File: src/rtl/route_compute_buffer.sv
// route_compute_buffer: input stage of the 3-port router (X, Y, LOCAL).
// Each input has a small FIFO. The direction code and payload of the head
// flit are registered and come from XY dimension-order routing.
// Optional build macro ROUTE_STARVE_CNT_EN adds per-port starvation flags.

module rcb_port #(
  parameter int DATA_W  = 16,
  parameter int COORD_W = 2,
  parameter int DEPTH   = 4,
  parameter int CUR_X   = 0,
  parameter int CUR_Y   = 0
`ifdef ROUTE_STARVE_CNT_EN
  , parameter int STARVE_LIMIT = 15
`endif
) (
  input  logic              clk,
  input  logic              rst_n,
  input  logic              valid_i,
  input  logic [DATA_W-1:0] data_i,
  output logic              ready_o,
  input  logic              pop_i,
  output logic [1:0]        code_o,
  output logic [DATA_W-1:0] head_o
`ifdef ROUTE_STARVE_CNT_EN
  , output logic            starve_o
`endif
);
  localparam int AW = $clog2(DEPTH);
  localparam int CW = AW + 1;
  localparam logic [CW-1:0] FULL_CNT = CW'(DEPTH);
  localparam logic [COORD_W-1:0] CX = COORD_W'(CUR_X);
  localparam logic [COORD_W-1:0] CY = COORD_W'(CUR_Y);

  logic [DATA_W-1:0] mem_q [DEPTH];
  logic [AW-1:0]     rd_ptr_q, rd_ptr_d, wr_ptr_q, wr_ptr_d;
  logic [CW-1:0]     count_q, count_d, remain;
  logic [1:0]        code_q, code_d;
  logic [DATA_W-1:0] head_q, head_d;
  logic              push, pop_fire;

  function automatic logic [1:0] route(input logic [DATA_W-1:0] f);
    if (f[COORD_W-1:0] != CX)               return 2'b01;
    else if (f[2*COORD_W-1:COORD_W] != CY) return 2'b10;
    else                                   return 2'b11;
  endfunction

  // Next pointers, occupancy, and the head flit as it will look after this edge.
  // When the old contents are all consumed, the flit being written becomes the head.
  always_comb begin
    push     = valid_i && (count_q != FULL_CNT);
    pop_fire = pop_i && (count_q != '0);
    rd_ptr_d = rd_ptr_q + AW'(pop_fire);
    wr_ptr_d = wr_ptr_q + AW'(push);
    count_d  = count_q + CW'(push) - CW'(pop_fire);
    remain   = count_q - CW'(pop_fire);
    head_d   = head_q;
    code_d   = 2'b00;
    if (count_d != '0) begin
      if (remain == '0) head_d = data_i;
      else              head_d = mem_q[rd_ptr_d];
      code_d = route(head_d);
    end
  end

  // Storage array; contents need no reset since occupancy gates every read.
  always_ff @(posedge clk) begin
    if (push) mem_q[wr_ptr_q] <= data_i;
  end

  // Pointer, count and registered head state.
  always_ff @(posedge clk or negedge rst_n) begin
    if (!rst_n) begin
      rd_ptr_q <= '0;
      wr_ptr_q <= '0;
      count_q  <= '0;
      code_q   <= 2'b00;
      head_q   <= '0;
    end else begin
      rd_ptr_q <= rd_ptr_d;
      wr_ptr_q <= wr_ptr_d;
      count_q  <= count_d;
      code_q   <= code_d;
      head_q   <= head_d;
    end
  end

  assign ready_o = (count_q != FULL_CNT);
  assign code_o  = code_q;
  assign head_o  = head_q;

`ifdef ROUTE_STARVE_CNT_EN
  localparam logic [7:0] LIMIT = 8'(STARVE_LIMIT);
  logic [7:0] starve_cnt_q, starve_cnt_d;
  logic       starve_q;

  // Counts cycles the head sits unpopped; saturates so the flag cannot wrap off.
  always_comb begin
    starve_cnt_d = 8'd0;
    if ((count_q != '0) && !pop_fire)
      starve_cnt_d = (starve_cnt_q == 8'hFF) ? 8'hFF : starve_cnt_q + 8'd1;
  end

  // Starvation counter and registered flag.
  always_ff @(posedge clk or negedge rst_n) begin
    if (!rst_n) begin
      starve_cnt_q <= 8'd0;
      starve_q     <= 1'b0;
    end else begin
      starve_cnt_q <= starve_cnt_d;
      starve_q     <= (starve_cnt_d >= LIMIT);
    end
  end

  assign starve_o = starve_q;
`endif
endmodule

File: config.mk
export PLATFORM = sky130hd
export DESIGN_NAME = rcb_port
export DESIGN_NICKNAME = d
export VERILOG_FILES = /design/src/rtl/route_compute_buffer.sv
export SDC_FILE = /design/constraint.sdc
export NUM_CORES = 1
export LEC_CHECK = 0
export ABC_AREA = 1
export CAP_MARGIN = 10
export CELL_PAD_IN_SITES_DETAIL_PLACEMENT = 0
export CELL_PAD_IN_SITES_GLOBAL_PLACEMENT = 1
export CORE_UTILIZATION = 33
export CTS_CLUSTER_SIZE = 10
export DETAILED_ROUTE_END_ITERATION = 7
export HOLD_SLACK_MARGIN = 0.08
export PLACE_DENSITY = 0.7
export RECOVER_POWER = 50
export REMOVE_ABC_BUFFERS = 1
export SKIP_LAST_GASP = 1
export SLEW_MARGIN = 20
export SYNTH_ARGS = -nofsm -noshare
export SYNTH_HDL_FRONTEND = slang
export SYNTH_SLANG_ARGS = --single-unit
File: constraint.sdc
create_clock -name clk -period 4.05 [get_ports clk]
set_input_delay 1.215 -clock clk [delete_from_list [all_inputs] [get_ports clk]]
set_output_delay 1.215 -clock clk [all_outputs]
set_load 0.005 [all_outputs]
Word-level counts from Yosys, hierarchy flattened
Memory sizes are Yosys's and may differ from the RTL's.
Index checks and enable logic that the tools add are counted.
{"block": "word_totals", "ff_bits": 25, "mem_bits_rw": 64, "inputBits": 20, "output_inout_bits": 19, "elab_cells": 26, "n_memories": 1}
{"name": "mem_q", "words": 4, "word_bits": 16, "rd": 1, "rd_clocked_by_memory_dff": 0, "wr": 1, "line": "34", "source": "logic [DATA_W-1:0] mem_q [DEPTH];"}
{"block": "op_classes", "n_addsub": 5, "eq_ne": 1, "mux": 7, "reduce_logical": 7}
{"op": "$mux W16", "count": 2}
{"op": "$reduce_bool A3 Y1", "count": 2}
{"op": "$sub A3 B1 Y3", "count": 2}
{"op": "$add A2 B1 Y2", "count": 2}
{"op": "$mux W2", "count": 2}
{"op": "$reduce_bool A2 Y1", "count": 2}
{"op": "$add A3 B1 Y3", "count": 1}
{"op": "$logic_not A3 Y1", "count": 1}
{"op": "$mux W1", "count": 3}
{"op": "$ne A3 B3 Y1 const B", "count": 1}
{"op": "$logic_and A1 B1 Y1", "count": 2}

Logic depth before layout (Yosys ltp)
Gate-level depths: netlist (run 1).
{"block": "logic_depth", "ltp_word": 10, "depth_mapped": 14, "depth_no_buf": 13}

Least setup slack after synthesis (run 1)
Ideal clock, no wire load.
{"block": "synth_timing", "path_type": "input -> register", "start": "in pop_i", "end": "reg head_q[10], in the netlist head_o[10]", "setup_time_ns": 0.122, "arrival_ns": 2.892, "t_required_ns": 3.928, "path_slack_ns": 1.036, "cell_stages": 11, "n_path_buf": 1, "path_cell_list": "inv_1 a31oi_1 ha_1 inv_1 ha_1 fa_1 nor2_1 nand3_2 buf_4 o21ai_1 o21ai_1"}
{"block": "synth_between", "elab_cells_between_ends": 9, "classes_between": "add/sub: 3; mux: 2; reduce/logical: 3; memory: 1"}
{"element": "start: declaration", "line": "21", "source": "input logic pop_i,"}
{"element": "$logic_and A1 B1 Y1", "line": "51", "source": "pop_fire = pop_i && (count_q != '0);"}
{"element": "$sub A3 B1 Y3", "line": "54", "source": "count_d = count_q + CW'(push) - CW'(pop_fire);"}
{"element": "net count_d[1]", "line": "36", "source": "logic [CW-1:0] count_q, count_d, remain;"}
{"element": "$reduce_bool A3 Y1", "line": "58", "source": "if (count_d != '0) begin"}
{"element": "end signal: assignment", "line": "77", "source": "head_q <= '0;"}
{"element": "end signal: assignment", "line": "83", "source": "head_q <= head_d;"}
{"element": "end: declaration", "line": "38", "source": "logic [DATA_W-1:0] head_q, head_d;"}
The timed path passes the listed nets, and every way through them passes these cells. The select of a mux whose other input is x is not followed.
A chain may end at the register's enable or synchronous reset.

Worst setup path after layout (run 1)
{"block": "layout_timing", "start": "in pop_i", "end": "reg head_q[7], in the netlist head_o[7]"}
The elaborated chain is that of the path after synthesis.

==> results of run 1 <==
[power breakdown]
part	internal [uW]	total, uW	switching [uW]
clock	553	882	329
sequential	1270	1380	111
combinational	680	1730	1050
[cell families after synthesis]
family,count (synthesis)
AOI/OAI and AO/OA,54
xor gates and xnor gates,1
adders and majority gates,6
buffers and inverters,35
DFF,89
and+or+nand+nor,162
[placed cells by master, fill, tap and decap left out]
| master | n |
|---|---|
| a21boi_0 | 11 |
| a21oi_1 | 1 |
| a21oi_2 | 2 |
| a31oi_1 | 1 |
| buf_4 | 14 |
| bufinv_16 | 2 |
| clkbuf_1 | 4 |
| clkbuf_16 | 9 |
| clkbuf_8 | 1 |
| clkdlybuf4s50_1 | 20 |
| clkinv_1 | 2 |
| clkinv_2 | 1 |
| clkinv_4 | 1 |
| dfrtp_1 | 25 |
| dlygate4sd3_1 | 18 |
| edfxtp_1 | 64 |
| fa_1 | 1 |
| ha_1 | 5 |
| inv_1 | 15 |
| inv_2 | 4 |
| nand2_1 | 129 |
| nand3_1 | 3 |
| nand3_2 | 1 |
| nand3b_1 | 1 |
| nor2_1 | 24 |
| nor3_1 | 1 |
| nor3_2 | 3 |
| o21ai_0 | 6 |
| o21ai_1 | 33 |
| xor2_1 | 1 |
[worst reg2reg max path: cells and delay by family, from the launching register on]
family	cells	cell delay, ns
DFF	1	0.39
buffers and inverters	3	0.48
adders and majority gates	3	0.91
AOI/OAI and AO/OA	1	0.08
and+or+nand+nor	5	0.66
[flip-flops by register name (all words and copies together) (netlist names)]
| signal | count |
|---|---|
| wr_ptr_q | 2 |
| code_o | 2 |
| rd_ptr_q | 2 |
| head_o | 16 |
| count_q | 3 |
| mem_q | 64 |
[metal layers]
| layer | up-vias | routed length [um] | global-route usage |
|---|---|---|---|
| li1 | 1261 | - | - |
| met1 | 1157 | 3740 | 0.194 |
| met2 | 47 | 3790 | 0.244 |
| met3 | 12 | 295 | 0.0353 |
| met4 | 0 | 146 | 0.0666 |
| met5 | - | 0 | 0 |
[final cells by class]
class	count	area (um^2)
Fill cell	1049	6330
Sequential cell	89	2550
Multi-Input combinational cell	223	1040
Timing Repair Buffer	56	500
Clock buffer	10	239
Tap cell	140	175
Clock inverter	6	81.3
Inverter	19	71.3
[stage by stage]
step                      hold WS (ns)  std cells  total power, uW  utilization
after floorplan                  0.482        331             2440            -
after global placement           0.475        527             3150        0.396
after detailed placement         0.481        527             3190        0.396
after CTS                        0.498        543             4080        0.426
after global routing             0.518        543             4330        0.424
final                            0.490        543             3990        0.424
[path summary, 6_finish.rpt]
kind                                       start                      to  slack (ns)  cells after the start
hold reg to reg            head_o[3]$_DFFE_PN0P_   head_o[3]$_DFFE_PN0P_        0.49                      2
min in group asynchronous                  rst_n    count_q[0]$_DFF_PN0_        1.75                      2
hold / removal             head_o[3]$_DFFE_PN0P_   head_o[3]$_DFFE_PN0P_        0.49                      2
setup reg to reg            count_q[1]$_DFF_PN0_   head_o[7]$_DFFE_PN0P_        1.47                     12
setup / recovery                           pop_i   head_o[7]$_DFFE_PN0P_        0.63                     12
max in group asynchronous                  rst_n  head_o[10]$_DFFE_PN0P_        1.43                      2
==> results.toml, run 1 <==
[yosys]
syn_area_um2 = 3750
synth_edf_count = 64
synth_top_area_share = 0.512
synthAdderAreaFrac = 0.0220
synth_xor_area_frac = 0.00233
async_flop_share = 0.281
syn-instance-count = 347
yosys-top-cells-area = "edfxtp_1 (51%), dfrtp_1 (17%), nand2_1 (13%)"
synth_common_cells = "nand2_1 (129), edfxtp_1 (64), o21ai_1 (33), dfrtp_1 (25), nor2_1 (24)"
ys_warn_count = 0
synth_area_per_cell_um2 = 10.8
synth-compound-area-share = 0.0817
synthSimpleGateAreaFrac = 0.167
dominantRegCellSynth = "edfxtp_1"
yosysMostFrequentCell = "nand2_1"
synth_top_cell_by_area = "edfxtp_1"
yosysSeqAreaShare = 0.679
synth_cell_type_count = 22
ys_ff_latch = 89
synth_top_family_by_area = "simple AND/OR/NAND/NOR gates"
synth.mux.area_fraction = 0

[setup_path]
critPathMaxFanout = 20
path_class = "in -> reg"
crit_path_start_kind = "primary input"
required_ns = 4.32
slowest_delay_ns = 0.45
crit_chain = "clkdlybuf4s50_1, inv_1, a31oi_1, ha_1, inv_1, ha_1, fa_1, nor2_1, nand3_2, inv_2, nand2_1, o21ai_1"
endpoint_kind = "register"
cp_slowest_cell = "clkdlybuf4s50_1"
critical_path.top_delay_family = "buffers and inverters"
crit_arrival_ns = 3.69
cp_num_buf_inv = 4

[placed_design]
port_buffers = 38
place.gp.congestion = 0.781
dpl.hpwl_mm = 5.27
placed_cell_area_um2 = 4350
place_ws_ns = 0.236

[cts]
postCtsSetupRepairBufs = 0
cts.sinks = 89
cts_tree = "built"
clockBufferDepth = 2
cts_resized = 0
numCtsBuffers = 9
cts_root_buffer = "clkbuf_16"
cts.reportedPaths.clkPinSlew_ns = 0.06
clk_latency_ns = 0.34
htreeDepth = 3
hold_buffers = 0

[timing]
fin_skew_ns = 0.00684
worst_pin_slew_ns = 1.47
period_share = 0.846
finalSetupViolCount = 0
setup_ws_ns = 0.626
relSlewSlack = 0.0187
final-hold-violation-count = 0
tns_ns = 0
rsz0062_at_grt = "false"
slew_violations = 0
fmax_ghz = 0.292
finalCriticalPeriod_ns = 3.42

[die]
core-area_um2 = 11000
die_area_um2 = 11800
die_h_um = 109
rows = 38
initial_core_util = 0.342
chipWidth_um = 109
io_pins = 39

[status]
status = "completed"

[route]
avgViaCountPerCell = 4.56
final_antenna_net_count = 0
wl_per_cell_um = 14.7
drc = 0
drt_wl_total_mm = 7.96
route.vias.total = 2477
first_iter_violations = 138
drtPass1Iterations = 4

[global_route]
grt_pass1_vias = 2431
gr-total-overflow = 0
antenna_found_initial = 0
track_usage = 0.151
grt_pass1_wl_mm = 12.8
grt_max_degree = 26

[power_and_ir_drop]
ir_drop_uv = 309
power_density_nw_per_um2 = 858
p_leak_uw = 0.00190

[finish]
diodes = 0
design_area_um2 = 4650
final_net_count = 424
layout-drive-gt1-share = 0.0943
area_growth_pct = 24.0

[worst_hold_path]
hp-class = "reg -> reg"

[flow_run]
cap_violations = 0
Power figures use the tool's default switching activity.
==> inputs of run 2 (changes only) <==
- PLACE_DENSITY: 0.7 -> 0.73
- clock period: 4.05 -> 2.9 ns (I/O delays scaled with it)
==> results.toml, run 2 (synthesis results as in run 1) <==
[status]
status = "finished with violations"
violations = "capacitance limit, slew limit"

[global_route]
track_usage = 0.145
antenna_found_initial = 0
grt_pass1_vias = 2459
grt_max_degree = 26
grt_pass1_wl_mm = 12.4
gr-total-overflow = 0

[placed_design]
place_ws_ns = -0.356
port_buffers = 38
placed_cell_area_um2 = 4460
dpl.hpwl_mm = 5.16
place.gp.congestion = 0.724

[timing]
fmax_ghz = 0.359
finalCriticalPeriod_ns = 2.78
slew_violations = 26
setup_ws_ns = 0.117
fin_skew_ns = 0.00599
relSlewSlack = -0.0484
finalSetupViolCount = 0
hold_slack_ns = 0.489
period_share = 0.960
worst_pin_slew_ns = 1.57
rsz0062_at_grt = "false"
final-hold-violation-count = 0
tns_ns = 0

[power_and_ir_drop]
combPwrFrac = 0.463
switchingPower_uw = 2110
seqPwrFrac = 0.332
p_int_uw = 3710
p_sw_frac = 0.363
ir_drop_uv = 419
clkPwrFrac = 0.205
power_density_nw_per_um2 = 1210
p_leak_uw = 0.00197

[finish]
final_net_count = 436
final_core_util = 0.436
most-common-layout-cells = "nand2_1 (128), edfxtp_1 (64), o21ai_1 (33)"
design_area_um2 = 4790
top_register = "mem_q"
diodes = 0
layout-drive-gt1-share = 0.140
area_growth_pct = 27.7
layout_commonest_cell = "nand2_1"
largest_reg_flops = 64
fill_cells = 1046

[die]
rows = 38
io_pins = 39
die_area_um2 = 11800
die_h_um = 109
core-area_um2 = 11000
chipWidth_um = 109
initial_core_util = 0.342

[setup_path]
path_class = "in -> reg"
reg2reg_to = "head_o[2]$_DFFE_PN0P_"
endpoint_kind = "register"
critPathMaxFanout = 4
cp-endpoint = "head_o[2]$_DFFE_PN0P_"
crit_top_cell = "nor2_2"
required_ns = 3.13
rrSetupSlack_ns = 0.52
startpoint = "valid_i"
worstReg2RegStart = "count_q[1]$_DFF_PN0_"
crit_chain = "clkdlybuf4s50_1, nand2_2, ha_1, inv_1, ha_2, fa_1, nor2_2, nand3_2, buf_6, buf_4, nor2_2, nor2_1"
crit_path_start_kind = "primary input"
cp_slowest_cell = "fa_1"
crit_arrival_ns = 3.02
rr_worst_depth = 13
slowest_delay_ns = 0.48

[flow_run]
cap_violations = 1

[cts]
clk_latency_ns = 0.34
cts_tree = "built"
numCtsBuffers = 9
cts.reportedPaths.clkPinSlew_ns = 0.07
clockBufferDepth = 2
htreeDepth = 3
cts.sinks = 89
cts_root_buffer = "clkbuf_16"

[route]
wl_per_cell_um = 13.7
final_antenna_net_count = 0
drc = 0
first_iter_violations = 84
drtPass1Iterations = 4
route.vias.total = 2488
drt_wl_total_mm = 7.61
avgViaCountPerCell = 4.48

[worst_hold_path]
hp-class = "reg -> reg"
==> run 2: changes by cell type in the layout (fill, tap and decap cells not counted), sizes merged <==
| cell | previous run | this run |
|---|---|---|
| dlygate4sd3 | 18 | 17 |
| buf | 14 | 26 |
| clkinvlp | 0 | 2 |
| dlymetal6s2s | 0 | 1 |
| clkbuf | 14 | 15 |
| clkinv | 4 | 1 |
| bufinv | 2 | 1 |
| inv | 19 | 20 |
==> run 2: final cells by class <==
class                   count  area [um^2]  area share
clock buffers              11          253      0.0527
clock inverters             5         62.6      0.0131
inverters                  19         71.3      0.0149
multi-input cells         223         1060       0.221
flip-flops and latches     89         2550       0.531
well taps                 140          175      0.0365
repair buffers             68          626       0.131
==> run 2: power groups by stage <==
| stage | registers, uW | logic (uW) | clock network (uW) |
|---|---|---|---|
| after floorplan | 1940 | 1470 | 0 |
| after global placement | 1950 | 2660 | 0 |
| after detailed placement | 1960 | 2700 | 0 |
| after CTS | 1940 | 2720 | 1230 |
| after global routing | 1970 | 3080 | 1280 |
| final | 1930 | 2700 | 1190 |
==> run 2: what timing repair did <==
action	CTS	global route
buffers inserted	0	1
pin swaps	1	5
gates resized for setup	1	8
hold buffers	0	0
endpoints found under the setup margin	2	18
==> run 2: how the worst min path moves through the flow <==
| stage | startpoint | to | slack [ns] | cells past startpoint |
|---|---|---|---|---|
| after floorplan | head_o[0]$_DFFE_PN0P_ | head_o[0]$_DFFE_PN0P_ | 0.48 | 2 |
| final | head_o[11]$_DFFE_PN0P_ | head_o[11]$_DFFE_PN0P_ | 0.49 | 2 |
| after global placement | head_o[0]$_DFFE_PN0P_ | head_o[0]$_DFFE_PN0P_ | 0.47 | 2 |
| after global routing | head_o[3]$_DFFE_PN0P_ | head_o[3]$_DFFE_PN0P_ | 0.52 | 2 |
| after CTS | head_o[3]$_DFFE_PN0P_ | head_o[3]$_DFFE_PN0P_ | 0.50 | 2 |
| after detailed placement | head_o[3]$_DFFE_PN0P_ | head_o[3]$_DFFE_PN0P_ | 0.48 | 2 |
==> run 2: through the flow <==
| stage | std cells | power [uW] |
|---|---|---|
| after CTS | 554 | 5880 |
| final | 555 | 5820 |
| after global placement | 538 | 4610 |
| after floorplan | 331 | 3410 |
| after global routing | 555 | 6330 |
| after detailed placement | 538 | 4660 |
==> run 2: layer usage <==
layer	track usage	up-vias	wire [um]
li1	-	1278	-
met4	0.0579	0	131
met5	0	-	0
met2	0.242	37	3720
met3	0.0329	11	263
met1	0.182	1162	3490
==> run 2: worst max-delay path, delay by kind of cell <==
kind	cells	cell delay, ns
simple gates	5	0.44
fa+ha+maj	3	0.92
buf+inv	4	0.79
